File: src/rtl/gfx_fb_writer.sv
// Framebuffer writer: rgb24 stream -> two 16-bit Avalon-MM writes per pixel plus a mask set.
// Latency 2 cycles from beat accept to first write; in_ready drops only when the input FIFO is full.

module gfx_fb_fifo #(
    parameter int DEPTH = 4,
    parameter int WIDTH = 26
) (
    input  logic             clk,
    input  logic             rst_n,
    input  logic             push_i,
    input  logic [WIDTH-1:0] push_dat_i,
    output logic             full_o,
    input  logic             pop_i,
    output logic [WIDTH-1:0] pop_dat_o,
    output logic             avail_o
);
    localparam int AW = $clog2(DEPTH);

    logic [WIDTH-1:0] mem_q [DEPTH];
    logic [AW:0]      wr_ptr_q;
    logic [AW:0]      wr_vis_q;
    logic [AW:0]      rd_ptr_q;

    always_ff @(posedge clk) begin
        if (push_i) begin
            mem_q[wr_ptr_q[AW-1:0]] <= push_dat_i;
        end
    end

    // The read side sees new entries one cycle after they are written (wr_vis_q),
    // while fullness uses the live write pointer so no entry is ever overwritten.
    always_ff @(posedge clk or negedge rst_n) begin
        if (!rst_n) begin
            wr_ptr_q <= '0;
            wr_vis_q <= '0;
            rd_ptr_q <= '0;
        end else begin
            wr_vis_q <= wr_ptr_q;
            if (push_i) begin
                wr_ptr_q <= wr_ptr_q + 1'b1;
            end
            if (pop_i) begin
                rd_ptr_q <= rd_ptr_q + 1'b1;
            end
        end
    end

    assign full_o    = (wr_ptr_q[AW] != rd_ptr_q[AW]) && (wr_ptr_q[AW-1:0] == rd_ptr_q[AW-1:0]);
    assign avail_o   = (wr_vis_q != rd_ptr_q);
    assign pop_dat_o = mem_q[rd_ptr_q[AW-1:0]];

endmodule

module gfx_fb_writer #(
    parameter int FIFO_DEPTH     = 4,
    parameter int GFX_LINEAR_RES = 32
) (
    input  logic                              clk,
    input  logic                              rst_n,
    input  logic                              in_valid,
    output logic                              in_ready,
    input  logic                              in_startofpacket,
    input  logic                              in_endofpacket,
    input  logic [23:0]                       in_data,
    input  logic                              fb_waitrequest,
    output logic                              fb_write,
    output logic [$clog2(GFX_LINEAR_RES):0]   fb_address,
    output logic [15:0]                       fb_writedata,
    output logic                              mask_write,
    output logic [$clog2(GFX_LINEAR_RES)-1:0] mask_addr,
    output logic                              frame_done,
    output logic                              sync_error,
    input  logic                              clear_error
);
    localparam int LIN_W = $clog2(GFX_LINEAR_RES);

    typedef logic [LIN_W-1:0] linear_coord_t;
    typedef logic [LIN_W:0]   half_coord_t;

    typedef struct packed {
        logic        sop;
        logic        eop;
        logic [23:0] rgb;
    } beat_t;

    typedef enum logic [1:0] {
        IDLE = 2'd0,
        LO   = 2'd1,
        HI   = 2'd2
    } state_t;

    localparam linear_coord_t LAST_IDX = linear_coord_t'(GFX_LINEAR_RES - 1);

    state_t        state_q;
    logic [23:0]   pix_q;
    logic          eop_q;
    linear_coord_t cur_q;
    linear_coord_t pos_q;
    logic          fb_write_q;
    half_coord_t   fb_address_q;
    logic [15:0]   fb_writedata_q;
    logic          frame_done_q;
    logic          sync_error_q;

    beat_t         push_dat;
    beat_t         pop_dat;
    logic          fifo_full;
    logic          fifo_avail;
    logic          fifo_push;
    logic          fifo_pop;
    logic          lo_acc;
    logic          hi_acc;
    logic          cur_is_last;
    linear_coord_t pos_after;
    linear_coord_t cur_d;

    assign push_dat  = '{sop: in_startofpacket, eop: in_endofpacket, rgb: in_data};
    assign in_ready  = !fifo_full;
    assign fifo_push = in_valid && !fifo_full;

    gfx_fb_fifo #(
        .DEPTH (FIFO_DEPTH),
        .WIDTH ($bits(beat_t))
    ) u_fifo (
        .clk        (clk),
        .rst_n      (rst_n),
        .push_i     (fifo_push),
        .push_dat_i (push_dat),
        .full_o     (fifo_full),
        .pop_i      (fifo_pop),
        .pop_dat_o  (pop_dat),
        .avail_o    (fifo_avail)
    );

    assign lo_acc      = (state_q == LO) && !fb_waitrequest;
    assign hi_acc      = (state_q == HI) && !fb_waitrequest;
    assign fifo_pop    = fifo_avail && ((state_q == IDLE) || hi_acc);
    assign cur_is_last = (cur_q == LAST_IDX);
    assign pos_after   = cur_is_last ? '0 : cur_q + 1'b1;

    // A pop on the HI accept must index from the position this very accept produces.
    always_comb begin
        cur_d = hi_acc ? pos_after : pos_q;
        if (pop_dat.sop) begin
            cur_d = '0;
        end
    end

    always_ff @(posedge clk or negedge rst_n) begin
        if (!rst_n) begin
            state_q        <= IDLE;
            pix_q          <= '0;
            eop_q          <= 1'b0;
            cur_q          <= '0;
            pos_q          <= '0;
            fb_write_q     <= 1'b0;
            fb_address_q   <= '0;
            fb_writedata_q <= '0;
            frame_done_q   <= 1'b0;
            sync_error_q   <= 1'b0;
        end else begin
            frame_done_q <= 1'b0;

            if (hi_acc) begin
                pos_q        <= pos_after;
                frame_done_q <= cur_is_last;
            end

            if (hi_acc && (eop_q != cur_is_last)) begin
                sync_error_q <= 1'b1;
            end else if (clear_error) begin
                sync_error_q <= 1'b0;
            end

            if (fifo_pop) begin
                state_q        <= LO;
                pix_q          <= pop_dat.rgb;
                eop_q          <= pop_dat.eop;
                cur_q          <= cur_d;
                fb_write_q     <= 1'b1;
                fb_address_q   <= {cur_d, 1'b0};
                fb_writedata_q <= pop_dat.rgb[15:0];
            end else begin
                case (state_q)
                    LO: begin
                        if (lo_acc) begin
                            state_q        <= HI;
                            fb_address_q   <= {cur_q, 1'b1};
                            fb_writedata_q <= {8'h00, pix_q[23:16]};
                        end
                    end
                    HI: begin
                        if (hi_acc) begin
                            state_q    <= IDLE;
                            fb_write_q <= 1'b0;
                        end
                    end
                    default: begin
                        state_q <= IDLE;
                    end
                endcase
            end
        end
    end

    assign fb_write     = fb_write_q;
    assign fb_address   = fb_address_q;
    assign fb_writedata = fb_writedata_q;
    assign mask_write   = hi_acc;
    assign mask_addr    = cur_q;
    assign frame_done   = frame_done_q;
    assign sync_error   = sync_error_q;

endmodule

File: config.mk
export PLATFORM = sky130hd
export DESIGN_NAME = gfx_fb_writer
export DESIGN_NICKNAME = d
export VERILOG_FILES = /design/src/rtl/gfx_fb_writer.sv
export SDC_FILE = /design/constraint.sdc
export NUM_CORES = 1
export LEC_CHECK = 0
export ABC_AREA = 1
export ABC_CLOCK_PERIOD_IN_PS = 2400
export CORE_UTILIZATION = 45
export DETAILED_ROUTE_END_ITERATION = 10
export PLACE_DENSITY = 0.71
export SLEW_MARGIN = 10
export SYNTH_ARGS = -nofsm -noshare
export SYNTH_HDL_FRONTEND = slang
export SYNTH_HIERARCHICAL = 1
export SYNTH_SLANG_ARGS = --single-unit
File: constraint.sdc
create_clock -name clk -period 2.4 [get_ports clk]
set_clock_uncertainty 0.05 [all_clocks]
set_input_delay 0.72 -clock clk [delete_from_list [all_inputs] [get_ports clk]]
set_output_delay 0.72 -clock clk [all_outputs]
set_load 0.02 [all_outputs]
==> results of run 1 <==
## registers in the layout, summed over array words and instances, names as in the netlist
name and count:
pos_q 5, pix_q 8, fb_write 1, eop_q 1
state_q 2, u_fifo/wr_vis_q 3, fb_writedata 16, u_fifo/wr_ptr_q 3
frame_done 1, u_fifo/rd_ptr_q 3, fb_address 6, mask_addr 5
u_fifo/mem_q 104, sync_error 1
## synth_stat cells, drive strengths merged
master	instances
nand3	5
inv	77
o21ai	6
buf	24
nand2	170
edfxtp	104
xnor2	5
ha	8
nor2	17
nand3b	1
nand4	1
a22o	8
dfrtp	55
o211ai	52
a31oi	10
clkbuf	1
xor2	5
o22ai	1
## worst max-delay path, stage by stage
cell             delay [ps]
clkdlybuf4s50_1         460
inv_2                    80
nand3_2                  90
inv_2                    60
buf_2                   150
## area by class of cell
type | instances | area share [%]
clock buffers | 20 | 5.54
clock inverters | 12 | 2.52
repair buffers | 88 | 10.8
multi-input cells | 289 | 20.2
inverters | 77 | 3.53
well taps | 184 | 2.79
flip-flops and latches | 159 | 54.6
## layer usage
layer / wire length, um / up-vias
met5: 10 / -
met4: 59 / 2
met3: 573 / 4
met2: 6640 / 94
met1: 5420 / 2019
li1: - / 2009
## final timing paths
path | startpoint | endpoint | slack (ps) | cells after the start
min | rst_n | sync_error | 260 | 2
max in group asynchronous | rst_n | u_fifo/rd_ptr_q[0] | 1730 | 2
max reg2reg | u_fifo/rd_ptr_q[0] | fb_writedata[1] | 360 | 7
min reg2reg | u_fifo/wr_ptr_q[2] | u_fifo/wr_vis_q[2] | 370 | 0
min in group clk | u_fifo/wr_ptr_q[2] | u_fifo/wr_vis_q[2] | 370 | 0
max | fb_waitrequest | mask_write | 70 | 5
## through the flow
stage,total power [W],TNS [ps],cell area [um^2],hold slack [ps],cells
final,0.0114,0,8250,263,829
after global routing,0.0121,0,8250,283,829
after CTS,0.0115,0,8250,262,829
after detailed placement,0.00852,-380,7590,344,797
after global placement,0.00839,-349,7590,334,797
after floorplan,0.00704,0,6640,324,550
## cell families (layout without fill, tap and decap cells)
family / after synthesis / in the layout
AOI/OAI and AO/OA: 77 / 77
xor gates and xnor gates: 10 / 10
adders and majority gates: 8 / 8
buffers and inverters: 102 / 197
DFF: 159 / 159
and+or+nand+nor: 194 / 194
## power breakdown
part | switching, W | internal [W]
clock | 0.00104 | 0.00191
sequential | 0.000346 | 0.00379
combinational | 0.00259 | 0.00172
## what timing repair did
| item | in CTS | in global routing |
|---|---|---|
| resized for setup | 8 | 3 |
| setup endpoints to repair | 2 | 5 |
| hold buffers | 0 | 0 |
==> run summary, run 1 <==
outcome = complete, no violations
Rows = 44
initial antenna violation count = 1
average cell area after synthesis = 12.1 um^2
maximum fanout along the worst path = 2
DR vias = 4128
post-synthesis mux area share = 0%
largest net degree at the start of global routing = 61
met3 Track Usage GR = 5.40%
vias in the first global route = 4040
layout cell share with drive strength beyond 1 = 17.2%
maxcap violations = 0
post-synthesis sequential area ratio = 67.7%
postcts setup bufs = 0
DP Wirelength = 8240 um
total leakage power = 3.52 nW
Core Util, Final = 57.0%
first-pass GRT wire length = 20200 um
worst slew pin tran = 564 ps
Die X = 123 um
crit path DAT = 1560 ps
Worst VDD drop = 0.662 mV
DRT antenna net count = 0
number of I/O port buffers = 62
Synth area leaders = edfxtp_1 47%, dfrtp_1 21%, nand2_1 8.7%
endpoints failing hold = 0
highest-count cells in the layout ignoring fill and taps = 154 x nand2_1, 104 x edfxtp_1, 70 x inv_1
initial DRC count = 222
Mapped Cells = 550
Place WS = -380 ps
commonest non-fill, non-tap cell in the layout = nand2_1
Synth top area share = 47.0%
Area Overhead vs Synth = 24.2%
period utilization = 97.2%
die height = 123 um
Routed WL = 12700 um
Seq cells post-synth = 159
Final Max Slew Viols = 0
WL per Instance = 15.3 um
Min-Delay Path Class = in2async
Synth Cell Area = 6640 um^2
largest family of logic cells by synthesized area = simple AND/OR/NAND/NOR gates
all-layer global routing usage = 18.1%
Setup violations, final = 0
GR peak layer = met2
total die area = 15300 um^2
Residual DRC = 0
max frequency = 429 MHz
Synth Area in Compound Gates = 9.96%
Starting Density = 45.9%
synthesized net count = 589
Antenna Cells = 0
Post-Synth XOR/XNOR Area = 1.32%
RSZ-0062 raised after global routing = false
Req. time, crit path = 1630 ps
synthesized-area fraction occupied by adder cells = 1.51%
M1 GR Usage = 21.6%
H-tree levels = 4
multi-input logic area = 1670 um^2
GR Overflow Total = 0
Slew HR = 62.4%
Nets = 671
critical path endpoint category = output pin
Fillers = 1143
register area = 4500 um^2
met2 usage = 31.5%
Setup crit start kind = input pin
Tmin final = 2330 ps
CTS Buf Count = 17
CTS tree = yes
CP Class = in2out
CTS root buf = clkbuf_16
core area = 14500 um^2
GP Congestion = 0.817
final setup margin = 66.3 ps
via density per instance = 4.98
Sink Count = 159
clock-pin slew on the worst setup and hold paths = 60 ps
Pre-antenna DRT Iters = 4
Yosys Warn Count = 6
maximum root-to-sink buffer count = 2
simple-gate area share of the yosys netlist = 12.2%
Unique masters post-synth = 32
power per cell area = 1380 nW/um^2
clk_lat worst skew = 420 ps
io pins = 63
cell taking the most area after synthesis = edfxtp_1
Power figures use the tool's default switching activity.
==> run 2: changes to the inputs <==
- CORE_ASPECT_RATIO: unset -> 0.9
- CORE_UTILIZATION: 45 -> 53
- PLACE_DENSITY: 0.71 -> 0.81
==> run 2 against run 1 <==
Against the previous run: sequential cell count stayed put; via count is 0.97% lower; die area is 15% lower; clock power is 8.5% lower; cell area is 1.6% lower; sequential share of layout area is 0.89 points higher; worst setup slack better by 32 ps; largest power group is now sequential cells.
==> run summary, run 2 (synthesis gave the netlist of run 1 again) <==
outcome = complete, no violations
met3 Track Usage GR = 6.12% (+0.72 points)
io pins = 63 (unchanged)
max reg flops = 104 (unchanged)
highest-count cells in the layout ignoring fill and taps = 154 x nand2_1, 104 x edfxtp_1, 71 x inv_1
M1 GR Usage = 27.4% (+5.8 points)
CP Class = in2out
met2 usage = 34.3% (+2.8 points)
WP buf/inv = 4 (unchanged)
Residual DRC = 0 (unchanged)
CTS root buf = clkbuf_16
CTS Buf Count = 17 (unchanged)
placed cells = 769 (-3.5%)
Starting Density = 54.8% (+8.9 points)
total die area = 13000 um^2 (-15%)
Nets = 667 (-0.60%)
final setup TNS = 0 ps (unchanged)
worst slew pin tran = 716 ps (+152 ps)
CTS tree = yes
Non-Filler Instances = 801 (-3.4%)
clk_lat worst skew = 420 ps (about the same)
max frequency = 434 MHz (+1.4%)
GR peak layer = met2
total leakage power = 3.46 nW (-1.7%)
initial DRC count = 253 (+14%)
Top delay family on crit path = buffers and inverters
Critical Path Max Stage Delay = 420 ps (-40 ps)
maxcap violations = 0 (unchanged)
hold_buf cts = 0 (unchanged)
Area Overhead vs Synth = 22.2%
maximum fanout along the worst path = 2 (unchanged)
vias in the first global route = 4041 (+0.025%)
Final Max Slew Viols = 0 (unchanged)
Rows = 38 (-14%)
DP Wirelength = 7780 um (-5.5%)
largest net degree at the start of global routing = 90 (+48%)
Slew HR = 52.3% (-10 points)
maximum root-to-sink buffer count = 2 (unchanged)
critical path endpoint category = output pin
initial antenna violation count = 0 (-1)
clock-pin slew on the worst setup and hold paths = 50 ps (about the same)
CP max stage cell = clkdlybuf4s50_1
all-layer global routing usage = 21.3% (+3.2 points)
power per cell area = 1350 nW/um^2 (-2.2%)
endpoints failing hold = 0 (unchanged)
layout cell share with drive strength beyond 1 = 16.5% (-0.67 points)
number of I/O port buffers = 62 (unchanged)
Min-Delay Path Class = in2async
Core Util, Final = 67.0% (+10 points)
H-tree levels = 4 (unchanged)
first-pass GRT wire length = 20200 um (unchanged)
crit path DAT = 1530 ps (-30 ps)
Tmin final = 2300 ps (-31.9 ps)
commonest non-fill, non-tap cell in the layout = nand2_1
Antenna Cells = 0 (unchanged)
RSZ-0062 raised after global routing = false
Setup violations, final = 0 (unchanged)
die height = 108 um (-12%)
core area = 12100 um^2 (-16%)
Setup crit start kind = input pin
Pwr Total = 0.0110 W (-3.8%)
Sink Count = 159 (unchanged)
Routed WL = 12400 um (-2.4%)
period utilization = 95.9% (-1.3 points)
Worst VDD drop = 0.944 mV (+43%)
DR vias = 4088 (-0.97%)
GP Congestion = 0.764 (-6.5%)
crit path cell chain = clkdlybuf4s50_1 -> inv_1 -> nand3_2 -> inv_2 -> buf_2
GR Overflow Total = 0 (unchanged)
via density per instance = 5.10 (+2.5%)
WL per Instance = 15.5 um (+0.97%)
Req. time, crit path = 1630 ps (about the same)
Die X = 120 um (-2.8%)
DRT antenna net count = 0 (unchanged)
Min Hold Slack = 248 ps (-14.6 ps)
Pre-antenna DRT Iters = 5 (+1)
==> run 2: cell types whose count changed in the layout (fill, tap and decap cells not counted), sizes merged <==
cell,delta
inv,+2
bufinv,-2
clkinvlp,+2
buf,-4
clkinv,-2
==> run 2: path summary, 6_finish.rpt <==
path / startpoint / endpoint / slack (ps) / depth (start not counted)
min: rst_n / fb_address[0] / 250 / 2
max: fb_waitrequest / mask_write / 100 / 5
min in group clk: u_fifo/wr_ptr_q[2] / u_fifo/wr_vis_q[2] / 350 / 0
min reg2reg: u_fifo/wr_ptr_q[2] / u_fifo/wr_vis_q[2] / 350 / 0
max reg2reg: u_fifo/rd_ptr_q[0] / fb_address[1] / 470 / 9
max in group asynchronous: rst_n / u_fifo/rd_ptr_q[0] / 1800 / 2
==> run 2: cell type report <==
type / count / area (um^2)
Sequential cell: 159 / 4510
Fill cell: 870 / 4010
Multi-Input combinational cell: 289 / 1670
Timing Repair Buffer: 84 / 850
Clock buffer: 20 / 447
Inverter: 77 / 292
Tap cell: 160 / 200
Clock inverter: 12 / 159
==> run 2: power breakdown <==
group	internal, W	switching (W)	total [W]
clock	0.00167	0.00103	0.00270
sequential	0.00379	0.000367	0.00416
combinational	0.00159	0.00252	0.00411
total	0.00705	0.00392	0.0110
==> run 2: per-layer routing <==
metal | part of all wire (%) | wire [um]
met4 | 1.4 | 176
met3 | 4.7 | 588
met2 | 50 | 6180
met5 | 0 | 0
met1 | 44 | 5450
==> run 2: through the flow <==
| step | setup WS, ps | instance area [um^2] |
|---|---|---|
| finish | 98.2 | 8120 |
| global route | 48.2 | 8120 |
| CTS | 19.1 | 8120 |
| detailed placement | -337 | 7510 |
| global placement | -346 | 7510 |
| floorplan | 186 | 6640 |
==> run 2: timing repair <==
item,4_1_cts,5_1_grt
gates resized for setup,7,4
pin swaps,1,0
endpoints found under the setup margin,2,2
setup buffers,0,0
==> run 3: changes to the inputs <==
- DONT_BUFFER_PORTS: unset -> 1
- PLACE_DENSITY: 0.81 -> 0.74
- SKIP_LAST_GASP: unset -> 1
==> run 3 against run 2 <==
Against the previous run: maximum frequency rose by 8.4%; count of clock-buffer cells in the layout unchanged; first-iteration DRC count increased by 7.1%; register-to-register slack improved by 30 ps; cell area is 9.3% lower; clock power is 6% lower; hold slack worse by 140 ps; via count shrank 5.8%; core utilization down 6.2 points; critical path type is now reg2out.
==> run summary, run 3 (synthesis gave the netlist of run 1 again) <==
core area = 12100 um^2 (unchanged)
vias in the first global route = 3898 (-3.5%)
Starting Density = 54.8% (unchanged)
CP Class = reg2out
internal power = 0.00639 W (-9.4%)
crit path DAT = 1350 ps (-180 ps)
endpoints failing hold = 0 (unchanged)
max frequency = 471 MHz (+8.4%)
commonest non-fill, non-tap cell in the layout = nand2_1
total die area = 13000 um^2 (unchanged)
Area Overhead vs Synth = 10.8%
initial DRC count = 271 (+7.1%)
Residual DRC = 0 (unchanged)
period utilization = 88.5% (-7.4 points)
number of I/O port buffers = 0 (-100%)
Top delay family on crit path = flip-flops
Comb power frac = 31.8% (-5.7 points)
Psw = 0.00383 W (-2.4%)
CTS root buf = clkbuf_16
DRT antenna net count = 0 (unchanged)
first-pass GRT wire length = 20000 um (-1.2%)
CTS Buf Count = 17 (unchanged)
maximum root-to-sink buffer count = 2 (unchanged)
Rows = 38 (unchanged)
Req. time, crit path = 1630 ps (about the same)
critical path endpoint category = output pin
GP Congestion = 0.797 (+4.4%)
final setup TNS = 0 ps (unchanged)
Pre-antenna DRT Iters = 4 (-1)
Sink Count = 159 (unchanged)
maxcap violations = 0 (unchanged)
RSZ-0062 raised after global routing = false
die height = 108 um (unchanged)
outcome = complete, no violations
DP Wirelength = 7960 um (+2.3%)
maximum fanout along the worst path = 5 (+3)
R2R Path Start = u_fifo/rd_ptr_q[0]
Critical Path Max Stage Delay = 450 ps (+30 ps)
GR Overflow Total = 0 (unchanged)
total leakage power = 3.17 nW (-8.6%)
Setup crit start kind = flip-flop
DP Area = 6780 um^2 (-9.8%)
Clock power frac = 24.8% (+0.2 points)
sw frac = 37.5% (+1.7 points)
WL per Instance = 16.9 um (+9.3%)
Routed WL = 12400 um (+0.20%)
worst slew pin tran = 775 ps (+59.3 ps)
clock-pin slew on the worst setup and hold paths = 60 ps (about the same)
power per cell area = 1390 nW/um^2 (+2.7%)
io pins = 63 (unchanged)
layout cell share with drive strength beyond 1 = 15.9% (-0.68 points)
H-tree levels = 4 (unchanged)
largest net degree at the start of global routing = 70 (-22%)
crit path cell chain = xnor2_1 -> nand2_1 -> nor2_1 -> inv_1
CP max stage cell = dfrtp_1
final instance area = 7360 um^2 (-9.3%)
WP buf/inv = 1 (-3)
initial antenna violation count = 0 (unchanged)
via density per instance = 5.25 (+2.8%)
CP Launch Point = u_fifo/wr_ptr_q[1]
Setup violations, final = 0 (unchanged)
Final Max Slew Viols = 0 (unchanged)
Slew HR = 48.3% (-4.0 points)
Worst VDD drop = 0.626 mV (-34%)
Pwr Total = 0.0102 W (-6.9%)
highest-count cells in the layout ignoring fill and taps = 154 x nand2_1, 104 x edfxtp_1, 71 x inv_1
Nets = 600 (-10%)
Antenna Cells = 0 (unchanged)
CTS tree = yes
Min-Delay Path Class = in2async
Die X = 120 um (unchanged)
Tmin final = 2120 ps (-178 ps)
clk_lat worst skew = 420 ps (about the same)
Flop pwr share = 43.4% (+5.5 points)
all-layer global routing usage = 21.0% (-0.30 points)
DR vias = 3851 (-5.8%)
max reg flops = 104 (unchanged)
## run 3: cell types whose count changed in the layout (fill, tap and decap cells not counted), sizes merged
cell / before / now
clkdlybuf4s50: 59 / 0
clkbuf: 21 / 20
buf: 24 / 17
inv: 80 / 78
bufinv: 3 / 2
clkinv: 4 / 7
## run 3: repair_timing
action / CTS / global route
endpoints found under the hold margin: 55 / 0
resized for setup: 0 / 0
setup buffers: 0 / 0
hold buffers: 1 / 0
## run 3: per-stage QoR
stage	utilization (%)	hold WS (ps)	setup slack [ps]	instances
finish	60.7	108	276	734
global route	60.7	116	158	734
CTS	60.7	112	239	734
detailed placement	55.9	352	494	701
global placement	55.9	336	537	701
floorplan	-	324	186	550
## run 3: routing by layer
metal	vias to the layer above	GRT usage [%]	part of all wire, %
li1	1860	-	-
met2	85	34.2	49
met1	1889	25.3	42
met3	17	7.70	7.2
met5	-	0	0
met4	0	8.75	1.5
## run 3: worst paths after layout
kind                       slack [ps]  cells after the start                 end
setup reg to reg                  500                      6    fb_writedata[14]
setup / recovery                  280                      4            in_ready
max in group asynchronous        1950                      1  u_fifo/rd_ptr_q[0]
hold reg to reg                   360                      0  u_fifo/wr_vis_q[2]
hold / removal                    110                      1          frame_done
min in group clk                  340                      0  u_fifo/mem_q[0][4]
## run 3: cell type report
type                            count  area [um^2]
Clock inverter                     12          119
Tap cell                          160          200
Fill cell                         953         4760
Multi-Input combinational cell    289         1660
Timing Repair Buffer               17          148
Clock buffer                       20          437
Inverter                           77          292
Sequential cell                   159         4500
## run 3: power groups by stage
stage | registers, W | clock network [W] | logic, W
floorplan | 0.00435 | 0 | 0.00269
global placement | 0.00446 | 0 | 0.00311
detailed placement | 0.00449 | 0 | 0.00322
CTS | 0.00445 | 0.00256 | 0.00327
global route | 0.00451 | 0.00267 | 0.00364
finish | 0.00444 | 0.00253 | 0.00325
